--- src/rtl/rv_pkg.sv ---
// Shared pipeline types and constants for the IF/ID boundary, also used by the decode stage and hazard unit.
package rv_pkg;
    localparam int XLEN = 32;
    localparam logic [XLEN-1:0] NOP_INSTR = 32'h0000_0013;

    typedef struct packed {
        logic [XLEN-1:0] pc;
        logic [XLEN-1:0] pc4;
        logic [XLEN-1:0] instr;
    } if_id_entry_t;
endpackage

--- src/rtl/if_id_queue_mem.sv ---
// Storage for the IF/ID queue: DEPTH registers, synchronous write, asynchronous read.
module if_id_queue_mem #(
    parameter int DEPTH = 2,
    parameter int WIDTH = 96
) (
    input  logic                     clk,
    input  logic                     wr_en,
    input  logic [$clog2(DEPTH)-1:0] wr_addr,
    input  logic [WIDTH-1:0]         wr_data,
    input  logic [$clog2(DEPTH)-1:0] rd_addr,
    output logic [WIDTH-1:0]         rd_data
);
    localparam int AW = $clog2(DEPTH);

    logic [WIDTH-1:0] entries [DEPTH];

    generate
        for (genvar gi = 0; gi < DEPTH; gi++) begin : g_entry
            logic [WIDTH-1:0] entry_reg;
            always_ff @(posedge clk) begin
                if (wr_en && (wr_addr == AW'(gi))) begin
                    entry_reg <= wr_data;
                end
            end
            assign entries[gi] = entry_reg;
        end
    endgenerate

    assign rd_data = entries[rd_addr];
endmodule

--- src/rtl/if_id_queue.sv ---
// Fetch-to-decode decoupling queue with flush on taken branch.
// Optional zero-latency pass-through when empty: define IF_ID_QUEUE_BYPASS_EN.
module if_id_queue
    import rv_pkg::*;
#(
    parameter int              DEPTH = 2,
    parameter logic [XLEN-1:0] NOP   = NOP_INSTR
) (
    input  logic                   clk,
    input  logic                   rst,
    input  logic                   in_valid,
    output logic                   in_ready,
    input  logic [XLEN-1:0]        in_pc,
    input  logic [XLEN-1:0]        in_pc4,
    input  logic [XLEN-1:0]        in_instr,
    input  logic                   flush,
    output logic                   out_valid,
    input  logic                   out_ready,
    output logic [XLEN-1:0]        out_pc,
    output logic [XLEN-1:0]        out_pc4,
    output logic [XLEN-1:0]        out_instr,
    output logic [$clog2(DEPTH):0] count
);
    localparam int AW = $clog2(DEPTH);
    localparam int CW = AW + 1;

    logic [AW-1:0] wr_ptr_reg, wr_ptr_next;
    logic [AW-1:0] rd_ptr_reg, rd_ptr_next;
    logic [CW-1:0] count_reg, count_next;
    logic          empty, full, bypass, push, pop;
    if_id_entry_t  wr_entry, rd_entry;

    assign wr_entry = '{pc: in_pc, pc4: in_pc4, instr: in_instr};

    if_id_queue_mem #(
        .DEPTH (DEPTH),
        .WIDTH ($bits(if_id_entry_t))
    ) u_mem (
        .clk     (clk),
        .wr_en   (push),
        .wr_addr (wr_ptr_reg),
        .wr_data (wr_entry),
        .rd_addr (rd_ptr_reg),
        .rd_data (rd_entry)
    );

    always_comb begin
        empty    = (count_reg == '0);
        full     = (count_reg == CW'(DEPTH));
`ifdef IF_ID_QUEUE_BYPASS_EN
        bypass   = empty & in_valid & ~flush;
`else
        bypass   = 1'b0;
`endif
        // in_ready looks at registered occupancy only, so full+pop still refuses the push
        in_ready  = ~full;
        out_valid = ~flush & (~empty | bypass);
        push      = in_valid & ~full & ~flush & ~(bypass & out_ready);
        pop       = out_ready & ~empty & ~flush;

        out_pc    = '0;
        out_pc4   = '0;
        out_instr = NOP;
        if (bypass) begin
            out_pc    = in_pc;
            out_pc4   = in_pc4;
            out_instr = in_instr;
        end else if (!empty) begin
            out_pc    = rd_entry.pc;
            out_pc4   = rd_entry.pc4;
            out_instr = rd_entry.instr;
        end

        wr_ptr_next = wr_ptr_reg + AW'(push);
        rd_ptr_next = rd_ptr_reg + AW'(pop);
        count_next  = count_reg + CW'(push) - CW'(pop);
        if (flush) begin
            wr_ptr_next = '0;
            rd_ptr_next = '0;
            count_next  = '0;
        end
    end

    always_ff @(posedge clk or posedge rst) begin
        if (rst) begin
            wr_ptr_reg <= '0;
            rd_ptr_reg <= '0;
            count_reg  <= '0;
        end else begin
            wr_ptr_reg <= wr_ptr_next;
            rd_ptr_reg <= rd_ptr_next;
            count_reg  <= count_next;
        end
    end

    assign count = count_reg;

    always_ff @(posedge clk) begin
        if (!rst) begin
            assert (count_reg <= CW'(DEPTH));
        end
    end
endmodule
--- config.mk ---
export PLATFORM = sky130hd
export DESIGN_NAME = if_id_queue
export DESIGN_NICKNAME = d
export VERILOG_FILES = /design/src/rtl/rv_pkg.sv /design/src/rtl/if_id_queue_mem.sv /design/src/rtl/if_id_queue.sv
export SDC_FILE = /design/constraint.sdc
export NUM_CORES = 1
export LEC_CHECK = 0
export CORE_MARGIN = 2
export CORE_UTILIZATION = 30
export CTS_CLUSTER_DIAMETER = 200
export DETAILED_ROUTE_END_ITERATION = 8
export GPL_TIMING_DRIVEN = 0
export SYNTH_ARGS = -nofsm -noshare
export SYNTH_HDL_FRONTEND = slang
export SYNTH_SLANG_ARGS = --single-unit
--- constraint.sdc ---
create_clock -name clk -period 4.4 [get_ports clk]
set_input_delay 0.44 -clock clk [delete_from_list [all_inputs] [get_ports clk]]
set_output_delay 0.44 -clock clk [all_outputs]
set_load 0.005 [all_outputs]
==> qor.txt, run 1 <==
LAYOUT
--------------------------------------------------------------------------------
Area growth from synthesis to layout                                       40.4%
Fraction of the core area covered by cells at the end of the flow          0.431
Filler cell count in the final layout                                       2243
Diodes inserted                                                                0
Final std cells w/o fill                                                     988
Max FFs per register                                                         192
Fraction of final layout cells sized beyond drive strength 1              0.0798
Post-route cell area                                                  10600 um^2
Nets                                                                         756

WORST SETUP PATH
--------------------------------------------------------------------------------
Worst endpoint required time                                             3960 ps
Arrival time at the worst endpoint                                       2250 ps
Element type at the critical path start                                     flop
RR Startpoint                                                           count[0]
Crit path kind                                                        reg -> out
Worst Setup End Kind                                                primary output
Beginning of the critical path                                          count[1]
CP Max Fanout                                                                 10

LOGIC SYNTHESIS
--------------------------------------------------------------------------------
Count of yosys warnings during synthesis                                       0
Post-synthesis sequential area ratio                                       0.781
Distinct cell type count of the synthesized netlist                           20
Leading cell types by count after synthesis                         sky130_fd_sc_hd__edfxtp_1, sky130_fd_sc_hd__nor2_1, sky130_fd_sc_hd__mux2i_1
Most frequent cell after synthesis                                  sky130_fd_sc_hd__edfxtp_1
Post-Syn Area per Cell                                                 17.4 um^2
Total standard cell area after synthesis                               7510 um^2
Library cell with the largest summed area after synthesis           sky130_fd_sc_hd__edfxtp_1
Post-Syn Nets                                                                536
Primary flip-flop cell chosen by synthesis mapping                  sky130_fd_sc_hd__edfxtp_1
Share of synthesized registers carrying an async set or reset             0.0204
Number of storage elements in the synthesis netlist                          196
Number of enable-type register cells in the synthesized netlist              192
Top-area cell type share of the netlist area                               0.767
Instance count of the mapped netlist                                         431
Top cells by area, synth                                            sky130_fd_sc_hd__edfxtp_1, sky130_fd_sc_hd__mux2i_1, sky130_fd_sc_hd__nor2_1

CLOCK TREE
--------------------------------------------------------------------------------
Post-CTS Setup Bufs                                                            0
Post_cts resized                                                               0
Clock H-tree levels                                                            4
Total clock buffers created by CTS                                            17
Clock insertion delay at the later pin of the skew report                 420 ps
Clock-pin slew on the worst setup and hold paths                           70 ps
Clock Tree Buf Depth                                                           2
CTS sink cnt                                                                 196
Post-CTS Hold Fix Bufs                                                         0
CTS root buf                                                        sky130_fd_sc_hd__clkbuf_16
CTS tree                                                                   built

DIE
--------------------------------------------------------------------------------
Total Die Area                                                        26300 um^2
Number of ports placed on the die boundary                                   201
FP Rows                                                                       57
Die boundary height                                                       162 um
Effective utilization at floorplan                                         0.307
Die extent in x                                                           162 um
Core region area                                                      24500 um^2

GRT
--------------------------------------------------------------------------------
Number of global-route vias before repair                                   4588
Pin count of the biggest net entering global routing                          50
Remaining global-route overflow                                                0
Antenna violations before repair                                               0
Global-route wire length before repair                                   25.1 mm
Tot GR Track Use                                                           0.125

POWER
--------------------------------------------------------------------------------
Power Total                                                              4.82 mW
Max rail drop VDD                                                     0.000217 V
Pwr per Cell Area                                                    457 nW/um^2
Static Leak                                                              3.42 nW

STA
--------------------------------------------------------------------------------
Setup violation total in the final timing report                               0
Final worst path period share                                              0.612
Worst Max-Slew Pin Slew                                                   781 ps
Post-route worst hold slack                                               204 ps
RSZ-0062 raised after global routing                                       false
Worst max-slew margin expressed relative to the limit                      0.480
Number of endpoints with negative hold slack in the final report               0
Max Clock Freq                                                           371 MHz
Clock skew after layout                                                  9.03 ps
Final count of pins violating max slew                                         0
Clock period minus worst slack                                           2690 ps

ROUTE
--------------------------------------------------------------------------------
Routed via count divided by cell count                                      4.31
DRC errors left                                                                0
Wire length after detailed routing                                       16.4 mm
Total number of vias                                                        4255
Initial DRC count                                                            181
WL per Instance                                                          16.6 um
Remaining antenna violation count after routing                                0
Drt pass-1 iters                                                               4

PLACE
--------------------------------------------------------------------------------
Area post-placement                                                    9990 um^2
Total of buffers placed on input and output ports                            199
RD Place Congestion                                                        0.744
Half-perimeter wire length after detailed placement                      11.0 mm
# placed instances                                                           956

STATUS
--------------------------------------------------------------------------------
Result of the run                                                   finished, final reports clean

JOB
--------------------------------------------------------------------------------
Max-Cap Viols                                                                  0

WORST HOLD PATH
--------------------------------------------------------------------------------
HP Class                                                             in -> async

cells in the final DEF (no fill, tap or decap), drive strengths merged:
cell,n
nand3b,1
mux2,1
edfxtp,192
inv,8
nor2,98
buf,21
and3b,1
ha,4
nor2b,2
clkdlybuf4s50,199
nor3b,1
bufinv,1
dfrtp,4
clkinvlp,4
mux2i,96
o21ai,4
nand2b,1
clkinv,2
xnor3,1
clkbuf,23
where the power goes:
group | leakage (nW) | switching, mW | internal [mW]
logic | 1.35 | 0.503 | 0.630
clock network | 0.259 | 0.698 | 0.794
registers | 1.81 | 0.0309 | 2.16
total | 3.42 | 1.23 | 3.59
kinds of logic (layout without fill, tap and decap cells):
kind of cell,Yosys count,in the layout,synth area share
DFF,196,196,0.781
and+or+nand+nor,104,104,0.0549
muxes,97,97,0.129
buffers and inverters,25,258,0.0228
adders and majority gates,4,4,0.00666
AOI/OAI and AO/OA,4,4,0.00266
xor gates and xnor gates,1,1,0.00300
per-stage QoR:
stage / setup TNS [ps] / worst slack [ps]
2_1_floorplan: 0 / 796
3_3_place_gp: -149130 / -787
3_5_place_dp: 0 / 1780
4_1_cts: 0 / 1580
5_1_grt: 0 / 1480
6_report: 0 / 1710
critical path, cell delays in order (launching register included):
cell	delay [ps]
sky130_fd_sc_hd__dfrtp_1	480
sky130_fd_sc_hd__nor2_2	280
sky130_fd_sc_hd__clkbuf_1	440
sky130_fd_sc_hd__nor2_1	150
sky130_fd_sc_hd__clkdlybuf4s50_1	480
metal layers:
| metal | track usage | up-vias | part of all wire |
|---|---|---|---|
| li1 | - | 2028 | - |
| met1 | 0.153 | 2092 | 0.44 |
| met2 | 0.213 | 129 | 0.49 |
| met3 | 0.0439 | 6 | 0.067 |
| met4 | 0.0302 | 0 | 0.0067 |
| met5 | 0 | - | 0 |
worst paths after layout:
path | depth (start not counted) | slack [ps] | endpoint
worst max-delay path | 4 | 1710 | out_pc[3]
worst min-delay path | 2 | 200 | count[0]
worst max register to register | 4 | 2020 | u_mem.g_entry[0].entry_reg[68]
worst min register to register | 3 | 700 | wr_ptr_reg
max in group asynchronous | 2 | 4040 | count[1]
min in group clk | 2 | 400 | wr_ptr_reg
final cells by class:
type | instances | area [um^2] | area share
Buffer | 22 | 160 | 0.0152
Clock buffer | 20 | 437 | 0.0414
Clock inverter | 12 | 121 | 0.0115
Inverter | 3 | 11.3 | 0.00107
Multi-Input combinational cell | 210 | 1500 | 0.142
Sequential cell | 196 | 5870 | 0.556
Tap cell | 324 | 405 | 0.0384
Timing Repair Buffer | 201 | 2050 | 0.194
Power figures use the tool's default switching activity.
==> run 2, diff against run 1 <==
clock period = 2.29 ns   (was 4.4 ns; I/O delays follow)
==> qor.txt, run 2 (same netlist as run 1, synthesis figures left out) <==
LAYOUT
-------------------------------------------------------------------------------
Max FFs per register                                                        192   unchanged
Diodes inserted                                                               0   unchanged
Nets                                                                        767   was 756
Final std cells w/o fill                                                    999   was 988
Most common library cell in the layout ignoring fill and taps      sky130_fd_sc_hd__edfxtp_1   was sky130_fd_sc_hd__clkdlybuf4s50_1
Commonest cells after routing, fill and taps aside                 sky130_fd_sc_hd__edfxtp_1, sky130_fd_sc_hd__clkdlybuf4s50_1, sky130_fd_sc_hd__nor2_1   was sky130_fd_sc_hd__clkdlybuf4s50_1, sky130_fd_sc_hd__edfxtp_1, sky130_fd_sc_hd__nor2_1
Fraction of final layout cells sized beyond drive strength 1              0.110   was 0.0798
Area growth from synthesis to layout                                      43.8%   was 40.4%

WORST SETUP PATH
-------------------------------------------------------------------------------
Arrival time at the worst endpoint                                      1990 ps   was 2250 ps
Ordered list of cells on the worst path                            buf_6 -> buf_4 -> mux2i_1 -> nor2_1 -> clkdlybuf4s50_1   was nor2_2 -> clkbuf_1 -> nor2_1 -> clkdlybuf4s50_1
Delay of the slowest critical-path stage                                 540 ps   was 480 ps
Crit path kind                                                       reg -> out   unchanged
Worst Setup End Kind                                               primary output   unchanged
Element type at the critical path start                                    flop   unchanged
Critical Path Slowest Stage Cell                                   sky130_fd_sc_hd__clkdlybuf4s50_1   was sky130_fd_sc_hd__dfrtp_1
Beginning of the critical path                                       rd_ptr_reg   was count[1]
RR Startpoint                                                          count[1]   was count[0]
CP Max Fanout                                                                10   unchanged
Worst endpoint required time                                            2060 ps   was 3960 ps
Depth of the worst register-to-register path                                  5   was 4

POWER
-------------------------------------------------------------------------------
Share of total power in combinational logic                               0.245   was 0.235
Clock share of power                                                      0.306   was 0.310
Psw                                                                     2.40 mW   was 1.23 mW
Proportion of power drawn by flip-flops and latches                       0.448   was 0.455
P_int                                                                   7.00 mW   was 3.59 mW
Sw Share                                                                  0.255   was 0.256
Pwr per Cell Area                                                   870 nW/um^2   was 457 nW/um^2
Max rail drop VDD                                                    0.000413 V   was 0.000217 V
Static Leak                                                             3.81 nW   was 3.42 nW

STA
-------------------------------------------------------------------------------
Max Clock Freq                                                          450 MHz
Clock period minus worst slack                                          2220 ps
Clock skew after layout                                                 6.47 ps   was 9.03 ps
Post-route worst hold slack                                             23.5 ps   was 204 ps
Worst Max-Slew Pin Slew                                                  457 ps   was 781 ps
RSZ-0062 raised after global routing                                       true   was false
Worst max-slew margin expressed relative to the limit                     0.696   was 0.480
Number of endpoints with negative hold slack in the final report              0   unchanged
Setup violation total in the final timing report                              0   unchanged
Final worst path period share                                             0.970
Final count of pins violating max slew                                        0   unchanged

GRT
-------------------------------------------------------------------------------
Global-route wire length before repair                                  25.0 mm   was 25.1 mm
Tot GR Track Use                                                          0.125   about the same
Remaining global-route overflow                                               0   unchanged
Number of global-route vias before repair                                  4651   was 4588
Pin count of the biggest net entering global routing                         53   was 50
Antenna violations before repair                                              0   unchanged

ROUTE
-------------------------------------------------------------------------------
Initial DRC count                                                           151   was 181
Routed via count divided by cell count                                     4.30   was 4.31
Wire length after detailed routing                                      16.4 mm   about the same
Remaining antenna violation count after routing                               0   unchanged
Drt pass-1 iters                                                              4   unchanged
WL per Instance                                                         16.5 um   was 16.6 um
Total number of vias                                                       4297   was 4255
DRC errors left                                                               0   unchanged

CLOCK TREE
-------------------------------------------------------------------------------
CTS tree                                                                  built   unchanged
Clock insertion delay at the later pin of the skew report                420 ps   about the same
Total clock buffers created by CTS                                           17   unchanged
CTS root buf                                                       sky130_fd_sc_hd__clkbuf_16   unchanged
Clock-pin slew on the worst setup and hold paths                          70 ps   about the same
CTS sink cnt                                                                196   unchanged
Clock H-tree levels                                                           4   unchanged
Clock Tree Buf Depth                                                          2   unchanged

JOB
-------------------------------------------------------------------------------
Max-Cap Viols                                                                 0   unchanged

DIE
-------------------------------------------------------------------------------
Die boundary height                                                      162 um   unchanged
Number of ports placed on the die boundary                                  201   unchanged
Total Die Area                                                       26300 um^2   unchanged
Die extent in x                                                          162 um   unchanged
Effective utilization at floorplan                                        0.307   unchanged
FP Rows                                                                      57   unchanged
Core region area                                                     24500 um^2   unchanged

STATUS
-------------------------------------------------------------------------------
Result of the run                                                  finished, final reports clean   unchanged

PLACE
-------------------------------------------------------------------------------
RD Place Congestion                                                       0.749   was 0.744
Half-perimeter wire length after detailed placement                     11.1 mm   was 11.0 mm
# placed instances                                                          956   unchanged
Total of buffers placed on input and output ports                           199   unchanged

WORST HOLD PATH
-------------------------------------------------------------------------------
HP Class                                                            in -> async   unchanged

## run 2: cell types whose count changed in the layout (fill, tap and decap cells not counted), moves of 3 or more
cell / delta
sky130_fd_sc_hd__buf_12: +4
sky130_fd_sc_hd__buf_2: -8
sky130_fd_sc_hd__dlymetal6s2s_1: +17
sky130_fd_sc_hd__buf_4: +14
sky130_fd_sc_hd__clkdlybuf4s50_1: -17
sky130_fd_sc_hd__clkbuf_1: -5
sky130_fd_sc_hd__mux2i_1: -5
sky130_fd_sc_hd__mux2i_2: +5
sky130_fd_sc_hd__inv_6: -3
sky130_fd_sc_hd__clkinv_4: +6
sky130_fd_sc_hd__clkinvlp_4: -4
## run 2: final timing paths
path / endpoint / slack, ps
min in group clk: wr_ptr_reg / 190
min: rd_ptr_reg / 20
max reg2reg: u_mem.g_entry[0].entry_reg[70] / 150
max in group asynchronous: count[1] / 2100
min reg2reg: wr_ptr_reg / 720
max: out_pc[10] / 70
## run 2: timing repair
action	4_1_cts	5_1_grt
setup endpoints to repair	198	130
gates resized for setup	16	26
pin swaps	2	2
buffers inserted	5	7
hold buffers	0	0
## run 2: power by group through the flow
stage / combinational, mW / clock, mW / sequential (mW)
CTS: 2.33 / 2.98 / 4.21
finish: 2.31 / 2.88 / 4.21
floorplan: 0.966 / 0 / 4.29
detailed placement: 2.21 / 0 / 4.30
global placement: 2.17 / 0 / 4.30
global route: 2.50 / 3.11 / 4.23
## run 2: cell type report
| class | instances | area [um^2] |
|---|---|---|
| Buffer | 21 | 208 |
| Inverter | 3 | 11.3 |
| Multi-Input combinational cell | 210 | 1530 |
| Fill cell | 2166 | 13700 |
| Clock buffer | 17 | 425 |
| Tap cell | 324 | 405 |
| Timing Repair Buffer | 213 | 2210 |
| Sequential cell | 196 | 5870 |
| Clock inverter | 15 | 148 |
## run 2: metal layers
layer	vias to the layer above	global-route usage	wire length, um
met5	-	0	0
met4	0	0.0330	134
met3	9	0.0386	970
met2	127	0.216	8410
met1	2105	0.151	6940
li1	2056	-	-
## run 2: per-stage QoR
| stage | power, mW | util | instance area, um^2 | setup slack, ps | TNS [ps] |
|---|---|---|---|---|---|
| final | 9.40 | 0.442 | 10800 | 68.9 | 0 |
| after global placement | 6.47 | 0.405 | 9920 | -991 | -188540 |
| after CTS | 9.52 | 0.436 | 10700 | 3.16 | 0 |
| after global routing | 9.85 | 0.442 | 10800 | -39.2 | -172 |
| after floorplan | 5.25 | - | 7520 | -228 | -43850 |
| after detailed placement | 6.51 | 0.408 | 9990 | -117 | -11060 |
## run 2: worst max-delay path: cells and delay by family, from the launching register on
| family | cells | cell delay [ps] |
|---|---|---|
| and+or+nand+nor | 1 | 180 |
| DFF | 1 | 370 |
| muxes | 1 | 130 |
| buffers and inverters | 3 | 890 |
